<file path="src/rtl/pipe_ctrl_pkg.sv">
// Shared types and constants for the pipeline hazard controller.
// The controller's interrupt FSM states and the register-address width live here.
package pipe_ctrl_pkg;

  typedef enum logic [1:0] {
    ST_RUN    = 2'd0,
    ST_DRAIN  = 2'd1,
    ST_INJECT = 2'd2,
    ST_ISR    = 2'd3
  } ctrl_state_t;

  localparam int REG_ADDR_W       = 4;
  localparam int DRAIN_CYCLES_DEF = 3;

endpackage

</file>
<file path="src/rtl/load_use_detect.sv">
// Combinational load-use hazard detection between the ID instruction and a load in EX.
// r0 is an ordinary register here, so a match on address 0 still raises the hazard.
module load_use_detect
  import pipe_ctrl_pkg::*;
(
  input  logic [REG_ADDR_W-1:0] id_rs1,
  input  logic [REG_ADDR_W-1:0] id_rs2,
  input  logic                  id_uses_rs1,
  input  logic                  id_uses_rs2,
  input  logic [REG_ADDR_W-1:0] ex_reg_dst,
  input  logic                  ex_reg_wr,
  input  logic                  ex_wb_sel,
  output logic                  load_use
);

  logic rs1_hit;
  logic rs2_hit;

  assign rs1_hit  = id_uses_rs1 && (id_rs1 == ex_reg_dst);
  assign rs2_hit  = id_uses_rs2 && (id_rs2 == ex_reg_dst);
  assign load_use = ex_reg_wr && ex_wb_sel && (rs1_hit || rs2_hit);

endmodule

</file>
<file path="src/rtl/pipe_hazard_ctrl.sv">
// Central stall/flush controller for the 5-stage pipeline, including interrupt
// drain/inject/return sequencing and saturating stall and flush counters.
module pipe_hazard_ctrl
  import pipe_ctrl_pkg::*;
#(
  parameter int DRAIN_CYCLES = DRAIN_CYCLES_DEF,
  parameter int CNT_W        = 16
) (
  input  logic                  clk,
  input  logic                  rst,
  input  logic [REG_ADDR_W-1:0] id_rs1,
  input  logic [REG_ADDR_W-1:0] id_rs2,
  input  logic                  id_uses_rs1,
  input  logic                  id_uses_rs2,
  input  logic [REG_ADDR_W-1:0] ex_reg_dst,
  input  logic                  ex_reg_wr,
  input  logic                  ex_wb_sel,
  input  logic                  ex_redirect,
  input  logic                  ex_returni,
  input  logic                  mem_busy,
  input  logic                  irq,
  output logic                  pc_stall,
  output logic                  if_id_stall,
  output logic                  if_id_flush,
  output logic                  id_ex_stall,
  output logic                  id_ex_flush,
  output logic                  ex_mem_stall,
  output logic                  mem_wb_flush,
  output logic                  int_take,
  output logic                  int_active,
  output logic [CNT_W-1:0]      stall_cnt,
  output logic [CNT_W-1:0]      flush_cnt,
  output logic [1:0]            fsm_state
);

  localparam int DW = $clog2(DRAIN_CYCLES + 1);

  ctrl_state_t   state, state_nxt;
  logic [DW-1:0] drain_cnt, drain_cnt_nxt;
  logic          irq_pend, irq_pend_nxt;
  logic          load_use;
  logic          fsm_pc_stall, fsm_if_id_flush, fsm_take, fsm_active;

  load_use_detect u_lud (
    .id_rs1      (id_rs1),
    .id_rs2      (id_rs2),
    .id_uses_rs1 (id_uses_rs1),
    .id_uses_rs2 (id_uses_rs2),
    .ex_reg_dst  (ex_reg_dst),
    .ex_reg_wr   (ex_reg_wr),
    .ex_wb_sel   (ex_wb_sel),
    .load_use    (load_use)
  );

  always_ff @(posedge clk) begin
    if (rst) begin
      state     <= ST_RUN;
      drain_cnt <= '0;
      irq_pend  <= 1'b0;
      stall_cnt <= '0;
      flush_cnt <= '0;
    end else begin
      state     <= state_nxt;
      drain_cnt <= drain_cnt_nxt;
      irq_pend  <= irq_pend_nxt;
      if (pc_stall && (stall_cnt != '1)) stall_cnt <= stall_cnt + CNT_W'(1);
      if (id_ex_flush && (flush_cnt != '1)) flush_cnt <= flush_cnt + CNT_W'(1);
    end
  end

  // A busy data memory freezes the sequence: no drain progress, no state change.
  always_comb begin
    state_nxt       = state;
    drain_cnt_nxt   = drain_cnt;
    irq_pend_nxt    = irq_pend | (irq && (state == ST_RUN));
    fsm_pc_stall    = 1'b0;
    fsm_if_id_flush = 1'b0;
    fsm_take        = 1'b0;
    fsm_active      = 1'b0;
    case (state)
      ST_RUN: begin
        if (irq_pend && !ex_redirect && !mem_busy) begin
          state_nxt     = ST_DRAIN;
          drain_cnt_nxt = DW'(DRAIN_CYCLES);
        end
      end
      ST_DRAIN: begin
        fsm_pc_stall    = 1'b1;
        fsm_if_id_flush = 1'b1;
        if (!mem_busy) begin
          if (drain_cnt == DW'(1)) begin
            state_nxt    = ST_INJECT;
            irq_pend_nxt = 1'b0;
          end else begin
            drain_cnt_nxt = drain_cnt - DW'(1);
          end
        end
      end
      ST_INJECT: begin
        fsm_take = 1'b1;
        if (!mem_busy) state_nxt = ST_ISR;
      end
      ST_ISR: begin
        fsm_active = 1'b1;
        if (ex_returni && !mem_busy) state_nxt = ST_RUN;
      end
      default: state_nxt = ST_RUN;
    endcase
  end

  always_comb begin
    pc_stall     = 1'b0;
    if_id_stall  = 1'b0;
    if_id_flush  = 1'b0;
    id_ex_stall  = 1'b0;
    id_ex_flush  = 1'b0;
    ex_mem_stall = 1'b0;
    mem_wb_flush = 1'b0;
    int_take     = 1'b0;
    int_active   = 1'b0;
    if (!rst) begin
      int_active = fsm_active;
      if (mem_busy) begin
        pc_stall     = 1'b1;
        if_id_stall  = 1'b1;
        id_ex_stall  = 1'b1;
        ex_mem_stall = 1'b1;
        mem_wb_flush = 1'b1;
      end else begin
        if (ex_redirect) begin
          if_id_flush = 1'b1;
          id_ex_flush = 1'b1;
        end else if (load_use) begin
          pc_stall    = 1'b1;
          if_id_stall = 1'b1;
          id_ex_flush = 1'b1;
        end
        pc_stall    = pc_stall | fsm_pc_stall;
        if_id_flush = if_id_flush | fsm_if_id_flush;
        int_take    = fsm_take;
      end
    end
  end

  assign fsm_state = state;

endmodule
</file>
<file path="config.mk">
export PLATFORM = sky130hd
export DESIGN_NAME = pipe_hazard_ctrl
export DESIGN_NICKNAME = d
export VERILOG_FILES = /design/src/rtl/pipe_ctrl_pkg.sv /design/src/rtl/load_use_detect.sv /design/src/rtl/pipe_hazard_ctrl.sv
export SDC_FILE = /design/constraint.sdc
export NUM_CORES = 1
export LEC_CHECK = 0
export CAP_MARGIN = 5
export CORE_ASPECT_RATIO = 1.25
export CORE_MARGIN = 2
export CORE_UTILIZATION = 35
export DETAILED_ROUTE_END_ITERATION = 10
export GPL_ROUTABILITY_DRIVEN = 0
export GPL_TIMING_DRIVEN = 0
export PLACE_DENSITY = 0.72
export SYNTH_ARGS = -nofsm -noshare
export SYNTH_HDL_FRONTEND = slang
export SYNTH_HIERARCHICAL = 1
export SYNTH_SLANG_ARGS = --single-unit
</file>
<file path="constraint.sdc">
create_clock -name clk -period 2.66 [get_ports clk]
set_input_delay 0.532 -clock clk [delete_from_list [all_inputs] [get_ports clk]]
set_output_delay 0.532 -clock clk [all_outputs]
set_load 0.05 [all_outputs]
</file>
### Word level (Yosys, flattened, before mapping)

Cells that the tools add are included.
Widths: inputs -> output; s select.

| storage, ports and cells | value |
|---|---|
| flip-flop bits (word level) | 37 |
| bits of input ports | 22 |
| output and inout port bits | 43 |
| word-level logic and storage cells | 79 |

| cells by class | value |
|---|---|
| add/subtract/negate cells | 3 |
| equality and inequality tests | 14 |
| multiplexer cells | 37 |
| bitwise logic cells | 3 |
| reduce and logical (&&, ||, !) cells | 17 |

Operators by type and width:

| kind | number |
|---|---|
| $add 16x1->16 const B | 2 |
| $ne 16x16->1 const B | 2 |
| $mux 1 | 27 |
| $mux 2 | 8 |
| $logic_and 1x1->1 | 10 |
| $ne 2x2->1 const B | 5 |
| $eq 4x4->1 | 2 |
| $pmux 2 s4 | 1 |
| $reduce_and 5->1 | 1 |
| $eq 2x1->1 const B | 2 |
| $eq 2x2->1 const B | 2 |
| $pmux 2 s2 | 1 |
| $reduce_and 4->1 | 1 |
| $or 1x1->1 | 3 |
| $logic_not 1->1 | 2 |
| $logic_not 2->1 | 1 |
| $ne 2x1->1 const B | 1 |
| $reduce_bool 2->1 | 1 |
| $sub 2x1->2 const B | 1 |
| $logic_or 1x1->1 | 1 |

### Longest topological paths before layout

| logic depth | value |
|---|---|
| word-level depth | 12 |
| gate-level depth with buffers | 10 |
| mapped depth without buffers | 9 |

### Cells and area by module

Netlist, hierarchy kept.

By module, submodules not included:

| module | instances | cells an instance | area each (um^2) | sequential area each (um^2) |
|---|---|---|---|---|
| pipe_hazard_ctrl | 1 | 243 | 2100.8 | 740.7 |
| load_use_detect | 1 | 12 | 98.8 | 0.0 |

### Worst setup path after synthesis

No wires, ideal clock.

| timing path | value |
|---|---|
| kind | input -> register |
| start | input ex_reg_dst[0] |
| end | register stall_cnt[1] |
| setup time | 121 ps |
| arrival | 2958 ps |
| required time | 2539 ps |
| slack | -418 ps |
| stages on the path | 7 |
| path buffers | 0 |
| cell sequence | xor2_1 > or4_1 > o41ai_1 > nand2b_1 > a21oi_1 > o21ai_1 > mux2_2 |

| between the ends | value |
|---|---|
| word-level cells in the longest chain between the ends | 12 |
| elaborated cells between the ends (all ways) | 14 |
| those cells by class | 2 x eq/ne; 6 x mux; 1 x bitwise; 5 x reduce/logical |

Ends and longest elaborated chain:

| what | RTL line | RTL |
|---|---|---|
| start, declared | pipe_hazard_ctrl.sv:15 | `input logic [REG_ADDR_W-1:0] ex_reg_dst,` |
| $eq 4x4->1 (on tied branches) | load_use_detect.sv:19, load_use_detect.sv:20 |  |
| $logic_and 1x1->1 (on tied branches) | load_use_detect.sv:19, load_use_detect.sv:20 |  |
| $logic_or 1x1->1 * | load_use_detect.sv:21 | `assign load_use = ex_reg_wr && ex_wb_sel && (rs1_hit \|\| rs2_hit);` |
| $logic_and 1x1->1 * | load_use_detect.sv:21 |  |
| named net load_use | pipe_hazard_ctrl.sv:41 | `logic load_use;` |
| $mux 1 * | pipe_hazard_ctrl.sv:133 | `end else if (load_use) begin` |
| $mux 1 * | pipe_hazard_ctrl.sv:130 | `if (ex_redirect) begin` |
| $mux 1 * | pipe_hazard_ctrl.sv:123 | `if (mem_busy) begin` |
| $mux 1 * | pipe_hazard_ctrl.sv:121 | `if (!rst) begin` |
| $or 1x1->1 * | pipe_hazard_ctrl.sv:138 | `pc_stall = pc_stall \| fsm_pc_stall;` |
| $mux 1 * | pipe_hazard_ctrl.sv:123 |  |
| $mux 1 * | pipe_hazard_ctrl.sv:121 |  |
| named net pc_stall | pipe_hazard_ctrl.sv:22 | `output logic pc_stall,` |
| $logic_and 1x1->1 * | pipe_hazard_ctrl.sv:66 | `if (pc_stall && (stall_cnt != '1)) stall_cnt <= stall_cnt + CNT_W'(1);` |
| end signal, assigned | pipe_hazard_ctrl.sv:66 |  |
| end, declared | pipe_hazard_ctrl.sv:31 | `output logic [CNT_W-1:0] stall_cnt,` |

The timed path passes the listed nets; every way through them passes the cells marked *. The select of a mux whose other input is x is not followed.
A chain may end at the register's enable or synchronous reset.

### Final worst setup path

| timing path | value |
|---|---|
| start | input ex_reg_dst[0] |
| end | register stall_cnt[9] |

| between the ends | value |
|---|---|
| word-level cells in the longest chain between the ends | 12 |
| elaborated cells between the ends (all ways) | 14 |
| those cells by class | 2 x eq/ne; 6 x mux; 1 x bitwise; 5 x reduce/logical |

Ends and longest elaborated chain:

| what | RTL line |
|---|---|
| $eq 4x4->1 (on tied branches) | load_use_detect.sv:19, load_use_detect.sv:20 |
| $logic_and 1x1->1 (on tied branches) | load_use_detect.sv:19, load_use_detect.sv:20 |
| $logic_or 1x1->1 * | load_use_detect.sv:21 |
| $logic_and 1x1->1 * | load_use_detect.sv:21 |
| named net load_use | pipe_hazard_ctrl.sv:41 |
| $mux 1 * | pipe_hazard_ctrl.sv:133 |
| $mux 1 * | pipe_hazard_ctrl.sv:130 |
| $mux 1 * | pipe_hazard_ctrl.sv:123 |
| $mux 1 * | pipe_hazard_ctrl.sv:121 |
| $or 1x1->1 * | pipe_hazard_ctrl.sv:138 |
| $mux 1 * | pipe_hazard_ctrl.sv:123 |
| $mux 1 * | pipe_hazard_ctrl.sv:121 |
| $logic_and 1x1->1 * | pipe_hazard_ctrl.sv:66 |

Marks and branches as above.

==> impl_metrics.toml <==
[run_status]
outcome = "complete, no violations"

[sta]
report.final.slew_viol_count = 0
timing.max_slew.rel_slack = 0.413
rsz_0062_raised_after_global_routing = "yes"
hold_slack_ns = 0.488
final.setup.worst_slack_ns = 0.0221
period_needed_ns = 2.64
final.setup_skew_ns = 0.00555
min_period_over_period = 0.992
setup_viols_final = 0
finalHoldViolations = 0
worst_pin_slew_ns = 0.872
max_frequency_mhz = 379

[placed_design]
dpl_worst_slack_ns = -1.10
dp.final_hpwl_mm = 4.33
port_buffers = 63
post_dp_cell_area_mm2 = 0.00295

[die]
dieArea_mm2 = 0.00694
io_pins = 65
die_w_um = 74.9
die_boundary_height_um = 92.6
floorplan.initialDensity = 0.359
coreArea_mm2 = 0.00613
floorplan.rows = 32

[critical_path]
critical_path_arrival_ns = 2.86
timing.critical_path.required_ns = 2.88
timing.critical_path.from_type = "input pin"
timing.critical_path.fanout_max = 8
setup_crit_path_kind = "in -> reg"
cp_slowest_cell = "sky130_fd_sc_hd__or4_4"
max_stage_delay_ns = 0.54
endpoint_kind = "flip-flop"
crit_path_cell_trace = "buf_8, xor2_1, or4_4, o41ai_4, nand2b_1, buf_6, a2111o_1, buf_6, or4_4, a21oi_2"

[cts]
tritoncts = "yes"
ctsLongestPathBuffers = 2
cts_max_level = 2
clock_sinks = 37
worst_skew_pair.late_latency_ns = 0.29
clock_tree.root_cell = "sky130_fd_sc_hd__clkbuf_8"
clk_pin_slew_worst_paths_ns = 0.07
cts_hold_repair.buffers = 0
cts_buffers = 5

[synthesis]
yosys_warns = 6
yosysSeqAreaShare = 0.337
synth_flop_cell = "sky130_fd_sc_hd__dfxtp_1"
most_area_hungry_cell_type_in_the_yosys_netlist = "sky130_fd_sc_hd__dfxtp_1"
synth_area_per_cell_um2 = 8.63
synth.lib_cells_used.distinct = 51
synth_seq_cells = 37
post_synth_instance_area_mm2 = 0.00220
netlist_top_cells_area = "sky130_fd_sc_hd__dfxtp_1 34%, sky130_fd_sc_hd__ha_1 4.6%, sky130_fd_sc_hd__a21oi_1 4.1%, sky130_fd_sc_hd__nand2_1 3.1%, sky130_fd_sc_hd__nand4_1 2.8%"
synth-edff-count = 0
synth_async_sr_flop_share = 0
syn_nets = 285
syn_inst_count = 255
synth_top_cell_area_share = 0.337

[power]
total_leakage_power_nw = 1.15
max_vdd_drop_mv = 0.197
power.density_mw_per_mm2 = 410
fin_total_pwr_mw = 1.29

[grt]
antenna_violations_before_repair = 0
grt_pass1_vias = 2136
grt_max_degree = 11
grt_usage = 0.172
grt.overflow.total = 0
grt_first_pass_wirelength_mm = 9.49

[cells_and_area]
postLayoutCellArea_mm2 = 0.00315
areaGrowthSynthToFinish_pct = 43.4
antenna_cells_inserted = 0
layout-drive-gt1-share = 0.190
final_nets = 362

[drt]
first_iter_violations = 165
drt-wirelength-per-cell_um = 14.1
postRouteAntennaNets = 0
firstDrtPassIters = 4
viasPerCell = 5.54
totalWireLength_mm = 5.88
via_total_after_detailed_routing = 2309
post-route-drc-count = 0

[hold_path]
worstHoldPathType = "reg -> reg"

[run]
timing.max_cap.violations = 0
-- state kept, by name (all words and copies together), names as in the netlist --
| register | flops |
|---|---|
| stall_cnt | 16 |
| flush_cnt | 16 |
| irq_pend | 1 |
| fsm_state | 2 |
| drain_cnt | 2 |
-- power by group --
part | leakage, nW | internal, mW | switching, mW
clock | 0.0443 | 0.206 | 0.196
sequential | 0.299 | 0.574 | 0.0206
combinational | 0.807 | 0.118 | 0.180
-- repair_timing --
item / 4_1_cts / 5_1_grt
gates resized for setup: 78 / 19
pin swaps: 17 / 9
setup endpoints to repair: 23 / 9
hold endpoints to repair: 0 / 0
buffers inserted: 6 / 1
-- synth_stat cells, drive strengths merged, types with 2 or more instances --
cell and instances:
a211oi 4, a21o 2, a21oi 18, a221oi 2, a311oi 6, a31o 2, and2 8, and3 4
and4 2, buf 5, clkbuf 8, dfxtp 37, ha 8, inv 11, mux2 3, mux2i 4
nand2 18, nand2b 5, nand3 11, nand4 10, nor2 9, nor2b 7, nor4 5, o2111ai 2
o21a 4, o21ai 6, o311ai 7, o31ai 6, o41ai 7, or2 2, or3 5, or4 8
xnor2 2, xor2 6
-- logic make-up (layout without fill, tap and decap cells) --
group / after synthesis / count (layout) / share of synthesized area
buf+inv: 24 / 101 / 0.0489
flops: 37 / 37 / 0.337
fa+ha+maj: 8 / 8 / 0.0455
simple gates: 96 / 96 / 0.251
compound gates: 75 / 75 / 0.252
xor+xnor: 8 / 8 / 0.0319
mux: 7 / 7 / 0.0336
-- final timing paths --
| path | end | slack, ns | cells after the start | startpoint |
|---|---|---|---|---|
| min | drain_cnt[0] | 0.49 | 1 | drain_cnt[0] |
| min reg2reg | drain_cnt[0] | 0.49 | 1 | drain_cnt[0] |
| max reg2reg | flush_cnt[1] | 0.53 | 7 | flush_cnt[0] |
| max | stall_cnt[9] | 0.02 | 10 | ex_reg_dst[0] |
-- routing by layer --
layer | part of all wire | up-vias | track usage | routed length (um)
met3 | 0.058 | 7 | 0.0359 | 340
li1 | - | 1143 | - | -
met1 | 0.43 | 1083 | 0.216 | 2530
met5 | 0 | - | 0 | 0
met4 | 0.013 | 0 | 0.0565 | 79
met2 | 0.50 | 76 | 0.287 | 2930
-- stage by stage --
| stage | utilization | std cells | setup TNS [ns] |
|---|---|---|---|
| 2_1_floorplan | - | 255 | -0.210 |
| 3_3_place_gp | 0.482 | 403 | -13.96 |
| 3_5_place_dp | 0.482 | 403 | -15.24 |
| 4_1_cts | 0.512 | 416 | -0.00267 |
| 5_1_grt | 0.515 | 417 | -0.0642 |
| 6_report | 0.515 | 417 | 0 |
-- area by class of cell --
class / instances / area (um2)
multi-input cells: 194 / 1450
inverters: 11 / 41.3
flip-flops and latches: 37 / 741
well taps: 85 / 106
plain buffers: 13 / 78.8
clock buffers: 7 / 86.3
repair buffers: 70 / 656
fillers: 590 / 2970
-- layout by cell type (no fill, tap or decap), types with 4 or more instances in the layout --
cell,netlist,routed
sky130_fd_sc_hd__a211oi_1,4,4
sky130_fd_sc_hd__a21oi_1,18,14
sky130_fd_sc_hd__a311oi_1,6,6
sky130_fd_sc_hd__and2_1,8,8
sky130_fd_sc_hd__and3_1,4,4
sky130_fd_sc_hd__buf_2,2,4
sky130_fd_sc_hd__buf_4,2,10
sky130_fd_sc_hd__buf_6,1,6
sky130_fd_sc_hd__clkbuf_1,8,6
sky130_fd_sc_hd__clkbuf_2,0,7
sky130_fd_sc_hd__clkbuf_8,0,7
sky130_fd_sc_hd__clkdlybuf4s50_1,0,39
sky130_fd_sc_hd__dfxtp_1,37,37
sky130_fd_sc_hd__dlygate4sd2_1,0,7
sky130_fd_sc_hd__ha_1,8,8
sky130_fd_sc_hd__inv_1,11,10
sky130_fd_sc_hd__mux2i_1,4,4
sky130_fd_sc_hd__nand2_1,18,17
sky130_fd_sc_hd__nand2b_1,5,5
sky130_fd_sc_hd__nand3_1,11,11
sky130_fd_sc_hd__nand4_1,10,10
sky130_fd_sc_hd__nor2_1,8,6
sky130_fd_sc_hd__nor2b_1,7,7
sky130_fd_sc_hd__nor4_1,4,4
sky130_fd_sc_hd__o21a_1,4,4
sky130_fd_sc_hd__o21ai_0,5,5
sky130_fd_sc_hd__o311ai_0,7,7
sky130_fd_sc_hd__o31ai_1,6,6
sky130_fd_sc_hd__o41ai_1,6,5
sky130_fd_sc_hd__or3_1,5,4
sky130_fd_sc_hd__or4_1,8,6
-- critical path, delay by kind of cell --
kind | cells | cell delay [ns]
XOR/XNOR | 1 | 0.15
buffers and inverters | 3 | 0.40
AO/OA/AOI/OAI | 3 | 0.64
AND/OR/NAND/NOR | 3 | 1.14
Note: power is estimated with default switching activity, not from simulation.
